### src/rtl/uart_rx.sv
// 16x-oversampling UART receiver: 2-flop input synchronizer, free-running baud tick,
// IDLE/START/DATA/STOP FSM with mid-bit sampling, valid and frame-error pulses.
module uart_rx #(
    parameter int unsigned N        = 8,
    parameter int unsigned BAUD_DIV = 326,
    parameter int unsigned SB_TICK  = 16
) (
    input  logic         clk,
    input  logic         rst,
    input  logic         i_rx,
    output logic [N-1:0] o_data_rx,
    output logic         o_rx_valid,
    output logic         o_frame_err
);

    localparam int unsigned CW   = (BAUD_DIV > 1) ? $clog2(BAUD_DIV) : 1;
    localparam int unsigned SMax = (SB_TICK > 16) ? SB_TICK : 16;
    localparam int unsigned SW   = $clog2(SMax);
    localparam int unsigned NW   = (N > 1) ? $clog2(N) : 1;

    localparam logic [CW-1:0] CntLast = CW'(BAUD_DIV - 1);
    localparam logic [SW-1:0] SMid    = SW'(7);
    localparam logic [SW-1:0] SData   = SW'(15);
    localparam logic [SW-1:0] SStop   = SW'(SB_TICK - 1);
    localparam logic [NW-1:0] NLast   = NW'(N - 1);

    typedef enum logic [1:0] {
        StIdle,
        StStart,
        StData,
        StStop
    } state_e;

    logic          rx_meta_q, rx_s_q;
    logic [CW-1:0] cnt_q, cnt_d;
    logic          tick;
    state_e        state_q, state_d;
    logic [SW-1:0] s_q, s_d;
    logic [NW-1:0] n_q, n_d;
    logic [N-1:0]  shift_q, shift_d;
    logic [N-1:0]  data_q, data_d;
    logic          valid_q, valid_d;
    logic          err_q, err_d;

    assign tick  = (cnt_q == CntLast);
    assign cnt_d = tick ? '0 : cnt_q + 1'b1;

    always_comb begin
        state_d = state_q;
        s_d     = s_q;
        n_d     = n_q;
        shift_d = shift_q;
        data_d  = data_q;
        valid_d = 1'b0;
        err_d   = 1'b0;

        unique case (state_q)
            StIdle: begin
                if (!rx_s_q) begin
                    state_d = StStart;
                    s_d     = '0;
                end
            end

            StStart: begin
                if (tick) begin
                    if (s_q == SMid) begin
                        // Line must still be low at mid start bit, else it was a glitch.
                        if (!rx_s_q) begin
                            state_d = StData;
                            s_d     = '0;
                            n_d     = '0;
                        end else begin
                            state_d = StIdle;
                        end
                    end else begin
                        s_d = s_q + 1'b1;
                    end
                end
            end

            StData: begin
                if (tick) begin
                    if (s_q == SData) begin
                        s_d     = '0;
                        n_d     = n_q + 1'b1;
                        shift_d = (shift_q >> 1) | (N'(rx_s_q) << (N - 1));
                        if (n_q == NLast) begin
                            state_d = StStop;
                        end
                    end else begin
                        s_d = s_q + 1'b1;
                    end
                end
            end

            StStop: begin
                if (tick) begin
                    if (s_q == SStop) begin
                        state_d = StIdle;
                        if (rx_s_q) begin
                            data_d  = shift_q;
                            valid_d = 1'b1;
                        end else begin
                            err_d = 1'b1;
                        end
                    end else begin
                        s_d = s_q + 1'b1;
                    end
                end
            end

            default: state_d = StIdle;
        endcase
    end

    always_ff @(posedge clk or negedge rst) begin
        if (!rst) begin
            rx_meta_q <= 1'b1;
            rx_s_q    <= 1'b1;
            cnt_q     <= '0;
            state_q   <= StIdle;
            s_q       <= '0;
            n_q       <= '0;
            shift_q   <= '0;
            data_q    <= '0;
            valid_q   <= 1'b0;
            err_q     <= 1'b0;
        end else begin
            rx_meta_q <= i_rx;
            rx_s_q    <= rx_meta_q;
            cnt_q     <= cnt_d;
            state_q   <= state_d;
            s_q       <= s_d;
            n_q       <= n_d;
            shift_q   <= shift_d;
            data_q    <= data_d;
            valid_q   <= valid_d;
            err_q     <= err_d;
        end
    end

    assign o_data_rx   = data_q;
    assign o_rx_valid  = valid_q;
    assign o_frame_err = err_q;

endmodule

### config.mk
export PLATFORM = sky130hd
export DESIGN_NAME = uart_rx
export DESIGN_NICKNAME = d
export VERILOG_FILES = /design/src/rtl/uart_rx.sv
export SDC_FILE = /design/constraint.sdc
export NUM_CORES = 1
export LEC_CHECK = 0
export CAP_MARGIN = 40
export CORE_ASPECT_RATIO = 0.8
export CORE_MARGIN = 2
export CORE_UTILIZATION = 61
export CTS_CLUSTER_SIZE = 20
export DETAILED_ROUTE_END_ITERATION = 12
export GPL_TIMING_DRIVEN = 0
export PLACE_DENSITY_LB_ADDON = 0.2
export SLEW_MARGIN = 20
export SYNTH_ARGS = -nofsm -noshare
export SYNTH_HDL_FRONTEND = slang
export SYNTH_SLANG_ARGS = --single-unit
### constraint.sdc
create_clock -name clk -period 2.95 [get_ports clk]
set_input_delay 0.59 -clock clk [delete_from_list [all_inputs] [get_ports clk]]
set_output_delay 0.59 -clock clk [all_outputs]
set_load 0.05 [all_outputs]
==> Word level (Yosys, flattened, before mapping) <==
Cells that the tools add are included.
{ "totals": {"register_bits": 38, "in_bits": 3} }
{ "classes": {"addsub": 3, "mux": 33, "n_eq_ne": 17, "n_bitwise": 1, "reduce_logical": 7} }
{ "ops": {"columns": ["op", "count"], "rows": [
  ["$mux W4", 7],
  ["$ne A2 B2 Y1 const B", 10],
  ["$mux W2", 9],
  ["$pmux W4 S4", 1],
  ["$mux W3", 5],
  ["$add A9 B1 Y9 const B", 1],
  ["$eq A9 B9 Y1 const B", 1],
  ["$mux W9", 1],
  ["$mux W1", 8],
  ["$or A7 B8 Y8", 1],
  ["$pmux W2 S4", 1],
  ["$reduce_and A4 Y1", 2],
  ["$reduce_and A8 Y1", 1],
  ["$pmux W3 S2", 1],
  ["$reduce_and A6 Y1", 1],
  ["$add A4 B1 Y4 const B", 1],
  ["$eq A2 B2 Y1 const B", 2],
  ["$eq A4 B3 Y1 const B", 1],
  ["$eq A4 B4 Y1 const B", 1],
  ["$add A3 B1 Y3 const B", 1],
  ["$eq A3 B3 Y1 const B", 1],
  ["$reduce_and A3 Y1", 1],
  ["$eq A2 B1 Y1 const B", 1],
  ["$logic_not A2 Y1", 1],
  ["$reduce_bool A2 Y1", 1]
]} }

==> Depth between registers and ports, before layout <==
{ "logic_depth": {"ltp_word": 5, "mapped_depth": 7, "ltp_nobuf": 6} }

==> Worst setup path after synthesis <==
Ideal clock, no wire load.
{ "synth_path": {"kind": "register to register", "from": "register cnt_q[1]", "to": "register shift_q[1]", "path_stages_with_launch": 8, "required_ps": 2825, "setup_slack_ps": 1140, "setup_time_ps": 125, "t_arrival_ps": 1686, "period_less_slack_ps": 1810, "path_buffers": 1, "path_cell_list": "dfrtp_1 > inv_1 > ha_1 > and4b_4 > nand3_4 > nor4_4 > buf_6 > mux2_2"} }
{ "synth_via": {"elab_chain_len": 2} }
{ "synth_lines": {"columns": ["element", "line", "text"], "rows": [
  ["start, declared", "35", "logic [CW-1:0] cnt_q, cnt_d;"],
  ["start signal, assigned", "132", "cnt_q <= cnt_d;"],
  ["$eq A9 B9 Y1", "45", "assign tick = (cnt_q == CntLast);"],
  ["$reduce_and A3 Y1 (no source line)", null, null],
  ["end signal, assigned", "136", "shift_q <= shift_d;"],
  ["end, declared", "40", "logic [N-1:0] shift_q, shift_d;"]
]} }
No other way between the ends.
A chain may end at the register's enable or synchronous reset.

==> Worst setup path in the final report <==
{ "layout_path": {"from": "register s_q[1]", "to": "register data_q[7], in the netlist o_data_rx[7]"} }
{ "layout_via": {"elab_chain_len": 2} }
{ "layout_lines": {"columns": ["element", "line", "text"], "rows": [
  ["start, declared", "38", "logic [SW-1:0] s_q, s_d;"],
  ["start signal, assigned", "123", "s_q <= '0;"],
  ["start signal, assigned", "134", "s_q <= s_d;"],
  ["$eq A4 B4 Y1", "99", "if (s_q == SStop) begin"],
  ["$reduce_and A4 Y1 (no source line)", null, null],
  ["end signal, assigned", "137", "data_q <= data_d;"],
  ["end, declared", "41", "logic [N-1:0] data_q, data_d;"]
]} }
No other way between the ends.

==> impl_summary.md <==
Pwr
The internal portion of the total power is 624 uW. The maximum vdd ir drop is 0.359 mV. The standby leakage power is 0.954 nW. Of the total power, combinational logic draws 2.1%. The power per unit of standard cell area is 400 nW/um^2. The switching power as a share of total power is 22.0%. The share of total power dissipated in the clock network is 32.3%. The net switching power figure is 176 uW. The share of total power in sequential cells is 65.6%. The total power after layout is 800 uW.

Floorplanning
In this run the count of I/O pins placed on the die edge is 13. The area inside the core boundary is 2770 sq um. The die outline area is 3340 sq um.

The cell row count is 17. In this run the horizontal extent of the chip is 64.1 um. The height of the chip is 52.1 um. Once the floorplan was initialized, standard cells occupied 63.8% of the core.

Global route
The number of antenna violations at the first check in global routing came to 0. The total global-route track usage is 22.0%. The largest net degree at the start of global routing is 23. The via count of the first global-routing pass was 1,134.

The wire length of the first global-routing pass is 5.27 mm. The total congestion overflow is 0.

Setup path
Measured in cells, the most critical reg-to-reg path has a length of 6. The critical path required time is 3180 ps. The worst setup path is of the reg2reg kind. The most prevalent standard cell on the critical path is sky130_fd_sc_hd__and3_1. STA puts the critical path data arrival time at 2350 ps. The worst-case register-to-register setup slack is 830 ps. The delay of the slowest critical-path stage is 410 ps.

The first element of the critical path is s_q[1]. The number of buffers and inverters on the critical path is 1. The endpoint class of the critical path is a register.

The element type at the critical path start is a register. The count of cell instances traversed by the critical path is 6. The capture point of the critical path is o_data_rx[7]. The cell with the biggest individual delay on the critical path is sky130_fd_sc_hd__dfrtp_1. The end of the worst register-to-register path is o_data_rx[7]. The critical-path maximum fanout is 8. Walking the worst path, the cells encountered are ha_1 -> and3_1 -> nor2b_1 -> and3_1 -> buf_4 -> mux2_2. In this run the critical register-to-register path is launched from s_q[1]. Among cell families on the critical path, the largest total delay comes from simple AND/OR/NAND/NOR gates.

Timing
The final setup slack of the worst path is 830 ps. The transition time of the tightest slew-check pin is 499 ps. Hold is met by 158 ps.

Setup repair after global routing left no endpoint under its margin. The part of the cycle the worst path needs is 71.9%. Headroom to the max-slew limit came out at 66.6%. The number of pins exceeding their max-slew limit in the final report is 0. On the final layout, the worst clock skew is 14.4 ps. The sum of negative setup slack is 0 ps.

Counting I/O delays and the setup requirement, the final critical path takes 2120 ps. The number of failing hold endpoints at the final stage is 0. The maximum frequency from static timing analysis is 472 MHz. Setup violations remaining at the end of the flow were counted as 0.

Layout
The footprint of the flip-flops and latches is 953 sq um. The area taken by multi-input logic gates is 749 sq um. From synthesis to final layout, the design area changed by 13.5%. The fill cell instance count of the final layout is 205. In the final design database the tool counted 169 nets. The number of standard cells in the layout, taps in and fillers out is 200. The number of antenna diodes in the final layout is 0. The post-route netlist has 25.3% of its cells at a drive strength greater than 1.

Routing
The count of nets left with antenna violations after detail routing is 0. The aggregate routed wire length is 3.05 mm. For this run, design rule violations remaining after detail routing come to 0. The number of vias after detailed routing is 1,141. The first-pass iteration count of the detailed router is 4. The detailed router finished its first iteration with 61 violations.

The via density per instance is 5.71. The post-detailed-route wirelength per cell is 15.3 um.

Place
The placed instance count is 192. At the end of routability-driven placement, the weighted congestion stood at 0.855. At the placement stage, the worst setup path has a slack of 852 ps. The HPWL after detailed placement is 2.20 mm. Port buffering added 12 buffers.

Clock network
The clock-pin slew on the worst setup and hold paths is 110 ps. The level count of the clock H-tree is 2. TritonCTS built the clock tree. For this design, the CTS-stage hold fixing added 0 buffers. The clock latency of the later-clocked register in the worst-skew pair is 350 ps. The number of clock buffers added by TritonCTS is 5.

The post-cts gate resize count is 0. After clock tree synthesis, the setup repair step added 0 buffers. The clock sink count is 38. The clock tree root buffer cell is sky130_fd_sc_hd__clkbuf_4. The clock passes through at most 2 buffers.

Synth
After synthesis, the mean cell area works out to 12.5 sq um. The post-synth design cell area is 1760 sq um. The synthesized design spends more area on one cell type than any other, namely sky130_fd_sc_hd__dfrtp_1. The top flip-flop cell by instance count after synthesis is sky130_fd_sc_hd__dfrtp_1. When the netlist entered floorplanning its net count stood at 149. The number of flops mapped to enable cells by yosys is 0. The count of unique library cells instantiated by Yosys is 40.

The portion of the post-synthesis area used by sequential elements is 54.0%. In this run the biggest area consumer among cell types represents 51.1% of the synthesized area. Sorting the synthesized cells by area gives the leading types as sky130_fd_sc_hd__dfrtp_1, sky130_fd_sc_hd__mux2_2, sky130_fd_sc_hd__ha_1.

Counting flops and latches in the post-synthesis netlist gives 38. Of all flip-flops after synthesis, the portion carrying an async set or reset was 100%. Yosys printed 0 warnings.

The cell count after synthesis is 141.

Outcome
The run finished with clean final reports.

Run
Max-cap violations in this run came to 0.

Worst hold path
The path class of the tightest hold or removal check is in2async.
==> final cells by class <==
type                    count  area share [%]
repair buffers             13            7.12
clock buffers               8            2.44
flip-flops and latches     38            47.6
multi-input cells          93            37.4
inverters                   3           0.562
plain buffers               7            2.50
well taps                  38            2.37
==> cell usage in the layout, fill, tap and decap left out, types with 2 or more instances in the layout <==
master,Yosys,routed
sky130_fd_sc_hd__a22o_1,3,3
sky130_fd_sc_hd__a31oi_1,2,2
sky130_fd_sc_hd__mux2i_1,2,2
sky130_fd_sc_hd__dfrtp_1,36,36
sky130_fd_sc_hd__and4_2,2,2
sky130_fd_sc_hd__a221o_1,2,2
sky130_fd_sc_hd__buf_2,3,4
sky130_fd_sc_hd__o21ai_0,4,4
sky130_fd_sc_hd__and3_1,3,3
sky130_fd_sc_hd__dfstp_2,2,2
sky130_fd_sc_hd__nand4_1,2,2
sky130_fd_sc_hd__nor2_1,11,11
sky130_fd_sc_hd__inv_1,3,3
sky130_fd_sc_hd__ha_1,5,5
sky130_fd_sc_hd__clkbuf_4,0,5
sky130_fd_sc_hd__or2_2,2,2
sky130_fd_sc_hd__nand3_1,6,6
sky130_fd_sc_hd__nand2_1,7,7
sky130_fd_sc_hd__buf_6,2,2
sky130_fd_sc_hd__clkbuf_1,0,3
sky130_fd_sc_hd__nor3_1,2,2
sky130_fd_sc_hd__mux2_2,15,15
sky130_fd_sc_hd__clkdlybuf4s50_1,0,11
sky130_fd_sc_hd__mux2_1,2,2
sky130_fd_sc_hd__and3_2,2,2
sky130_fd_sc_hd__xnor2_1,6,6
==> flip-flops by register name, summed over array words and instances, names as in the netlist, named ones only <==
| name | count |
|---|---|
| cnt_q | 9 |
| n_q | 3 |
| o_data_rx | 8 |
| o_frame_err | 1 |
| o_rx_valid | 1 |
| rx_meta_q | 1 |
| rx_s_q | 1 |
| s_q | 4 |
| shift_q | 8 |
| state_q | 1 |
==> Yosys cell counts, types with 2 or more instances <==
cell	number
sky130_fd_sc_hd__inv_1	3
sky130_fd_sc_hd__nand2_1	7
sky130_fd_sc_hd__mux2i_1	2
sky130_fd_sc_hd__or2_2	2
sky130_fd_sc_hd__nand3_1	6
sky130_fd_sc_hd__buf_2	3
sky130_fd_sc_hd__nor3_1	2
sky130_fd_sc_hd__o21ai_0	4
sky130_fd_sc_hd__ha_1	5
sky130_fd_sc_hd__dfstp_2	2
sky130_fd_sc_hd__nand4_1	2
sky130_fd_sc_hd__and4_2	2
sky130_fd_sc_hd__a221o_1	2
sky130_fd_sc_hd__a31oi_1	2
sky130_fd_sc_hd__xnor2_1	6
sky130_fd_sc_hd__nor2_1	11
sky130_fd_sc_hd__dfrtp_1	36
sky130_fd_sc_hd__mux2_2	15
sky130_fd_sc_hd__and3_2	2
sky130_fd_sc_hd__and3_1	3
sky130_fd_sc_hd__mux2_1	2
sky130_fd_sc_hd__buf_6	2
sky130_fd_sc_hd__a22o_1	3
==> metal layers <==
| layer | share of wire, % | global-route usage, % |
|---|---|---|
| met1 | 47 | 26.3 |
| met5 | 0 | 0 |
| met2 | 48 | 35.4 |
| met4 | 2.0 | 11.7 |
| met3 | 3.0 | 7.79 |
==> cell families (layout without fill, tap and decap cells) <==
kind of cell    count (synthesis)  after routing  share of synthesized area (%)
flops                          38             38                           54.0
xor+xnor                        7              7                           3.48
fa+ha+maj                       5              5                           3.55
buf+inv                        10             31                           3.47
compound gates                 17             17                           7.31
mux                            19             19                           12.0
simple gates                   45             45                           16.2
==> worst min-delay path by stage <==
stage,depth (start not counted),from,to
after floorplan,0,rst,async pin
after global placement,0,rx_meta_q,rx_s_q
after detailed placement,0,rx_meta_q,rx_s_q
after CTS,1,rst,s_q[1]
after global routing,1,rst,s_q[2]
final,1,rst,s_q[0]
==> worst register-to-register path: cells and delay by family, from the launching register on <==
kind	cells	cell delay, ps
simple gates	3	800
flops	1	410
mux	1	350
fa+ha+maj	1	280
buf+inv	1	170
==> power by group through the flow <==
| stage | Combinational [mW] | Sequential, mW | Clock, mW |
|---|---|---|---|
| 6_report | 0.0169 | 0.525 | 0.258 |
| 5_1_grt | 0.0196 | 0.526 | 0.291 |
| 4_1_cts | 0.0180 | 0.525 | 0.264 |
| 3_5_place_dp | 0.0179 | 0.535 | 0 |
| 3_3_place_gp | 0.0135 | 0.535 | 0 |
| 2_1_floorplan | 0.00109 | 0.534 | 0 |
==> metrics by stage <==
| stage | area, sq um | utilization [%] |
|---|---|---|
| CTS | 2000 | 72.4 |
| detailed placement | 1950 | 70.7 |
| finish | 2000 | 72.4 |
| global route | 2000 | 72.4 |
| global placement | 1930 | 69.9 |
| floorplan | 1760 | - |
No activity file was read; power rests on OpenSTA's default activity.
==> RTL edit: new RTL, same flow settings <==
Re-encode `state_e` (4 states) as one-hot, 4 bits wide.
--- a/src/rtl/uart_rx.sv
+++ b/src/rtl/uart_rx.sv
@@ -25,9 +25,9 @@
     localparam logic [NW-1:0] NLast   = NW'(N - 1);
 
-    typedef enum logic [1:0] {
-        StIdle,
-        StStart,
-        StData,
-        StStop
+    typedef enum logic [3:0] {
+        StIdle  = 4'b0001,
+        StStart = 4'b0010,
+        StData  = 4'b0100,
+        StStop  = 4'b1000
     } state_e;
 
Behaviour: same outputs for any inputs over 10 cycles, from zero or initial values and one cycle with rst low; not proved beyond that.
==> RTL edit against the original RTL <==
Worst setup slack got worse by 0.14 ns. Design area rose by 13%. Routed wire length rose by 18%. Non-clock buffer count did not move. Via count rose by 14%. Sequential cell count rose by 2. Synthesized area rose by 11%. Largest cell class unchanged.
Power is not compared: it rests on default switching activity, and its combinational part moved more than twofold at a synthesized area within 25%.
==> RTL edit: results (changes against the original RTL) <==
status=complete, no violations; Critical Path AT=2.44 ns (+0.09 ns); sequential area share after synthesis=51.5% (-2.5 points); Routed WL=3.61 mm (+18%); All-Layer GR Usage=23.1% (+1.1 points); GPL Wtd Cong=0.869 (+1.6%); DR vias/cell=5.86 (+2.8%); TritonRoute pass-1 iters=4 (unchanged); clk_skew=0.00402 ns (-0.0104 ns); worst skew pair latency=0.30 ns (-0.05 ns); met3 GRT Util=8.64% (+0.85 points); root buffer cell=clkbuf_8; DP HPWL=2.52 mm (+15%); met2 Use GR=36.3% (+0.89 points); synth top area cells=dfrtp_1 47%, mux2_2 10%, dfstp_2 4.0%; worst-path maximum fanout=10 (+2); DRT iter0 DRCs=90 (+48%); Netlist cell types=46 (+15%); met1 Usage GRT=30.4% (+4.0 points); final net count=188 (+11%); number of global-route vias before repair=1248 (+10%); Clock Pin Slew Worst Setup and Hold Paths=0.08 ns (-0.03 ns); share of layout cells above drive strength 1=27.6% (+2.3 points); CTS Buf Count=5 (unchanged); worst-margin pin slew=0.731 ns (+0.232 ns); syn_nets=168 (+13%); largest net degree at the start of global routing=24 (+4.3%); global-route wire length before repair=5.92 mm (+12%); top post-synthesis cells by count=37 x dfrtp_1, 18 x mux2_2, 14 x nor2_1; DP Area=2140 µm² (+9.7%)
==> RTL edit: worst max-delay path: stages (launching register included) <==
cell and delay [ns]:
dfrtp_1 0.37, buf_2 0.18, nor4b_1 0.68, nor2b_1 0.34, a21oi_2 0.04, or2_1 0.26, mux2_4 0.27
==> RTL edit: path summary, 6_finish.rpt <==
kind / startpoint / end / slack, ns / cells past startpoint
min in group clk: rx_meta_q$_DFF_PN1_ / rx_s_q$_DFF_PN1_ / 0.36 / 0
max in group asynchronous: rst / rx_meta_q$_DFF_PN1_ / 2.19 / 2
worst max register to register: state_q[3]$_DFFE_PN0P_ / n_q[0]$_DFFE_PN0P_ / 0.69 / 6
worst max-delay path: state_q[3]$_DFFE_PN0P_ / n_q[0]$_DFFE_PN0P_ / 0.69 / 6
worst min-delay path: rst / o_data_rx[4]$_DFFE_PN0P_ / 0.23 / 1
worst min register to register: rx_meta_q$_DFF_PN1_ / rx_s_q$_DFF_PN1_ / 0.36 / 0
==> RTL edit: metrics by stage <==
stage	hold WS [ns]	std cells	setup slack, ns
floorplan	0.294	160	1.03
global placement	0.347	212	0.448
detailed placement	0.348	213	0.813
CTS	0.236	221	0.798
global route	0.245	221	0.691
finish	0.228	221	0.694
==> RTL edit: cells by family (layout without fill, tap and decap cells) <==
kind of cell,Yosys count,after routing,synth area share (%)
AND/OR/NAND/NOR,49,49,16.1
flip-flops,40,40,51.5
AO/OA/AOI/OAI,26,26,9.49
multiplexers,20,20,11.9
buffers and inverters,12,33,4.17
XOR/XNOR,8,8,3.59
adder cells (fa/ha/maj),5,5,3.21
==> RTL edit: power by group through the flow <==
stage | Sequential, µW | Combinational (µW) | Clock, µW
6_report | 610 | 475 | 459
2_1_floorplan | 616 | 363 | 0
5_1_grt | 612 | 504 | 499
4_1_cts | 610 | 465 | 470
3_3_place_gp | 618 | 432 | 0
3_5_place_dp | 621 | 461 | 0
==> RTL edit: area by class of cell <==
| cell class | count | area (µm²) |
|---|---|---|
| flip-flops and latches | 40 | 1000 |
| multi-input cells | 108 | 865 |
| fillers | 215 | 805 |
| repair buffers | 13 | 143 |
| clock buffers | 5 | 68.8 |
| plain buffers | 7 | 62.6 |
| well taps | 40 | 50.0 |
| clock inverters | 3 | 46.3 |
| inverters | 5 | 18.8 |
==> RTL edit: routing by layer <==
metal,vias to the layer above,share of wire [%],wire [µm]
li1,612,-,-
met1,647,47,1710
met2,32,47,1710
met3,5,4.4,159
met4,0,0.80,29
met5,-,0,0
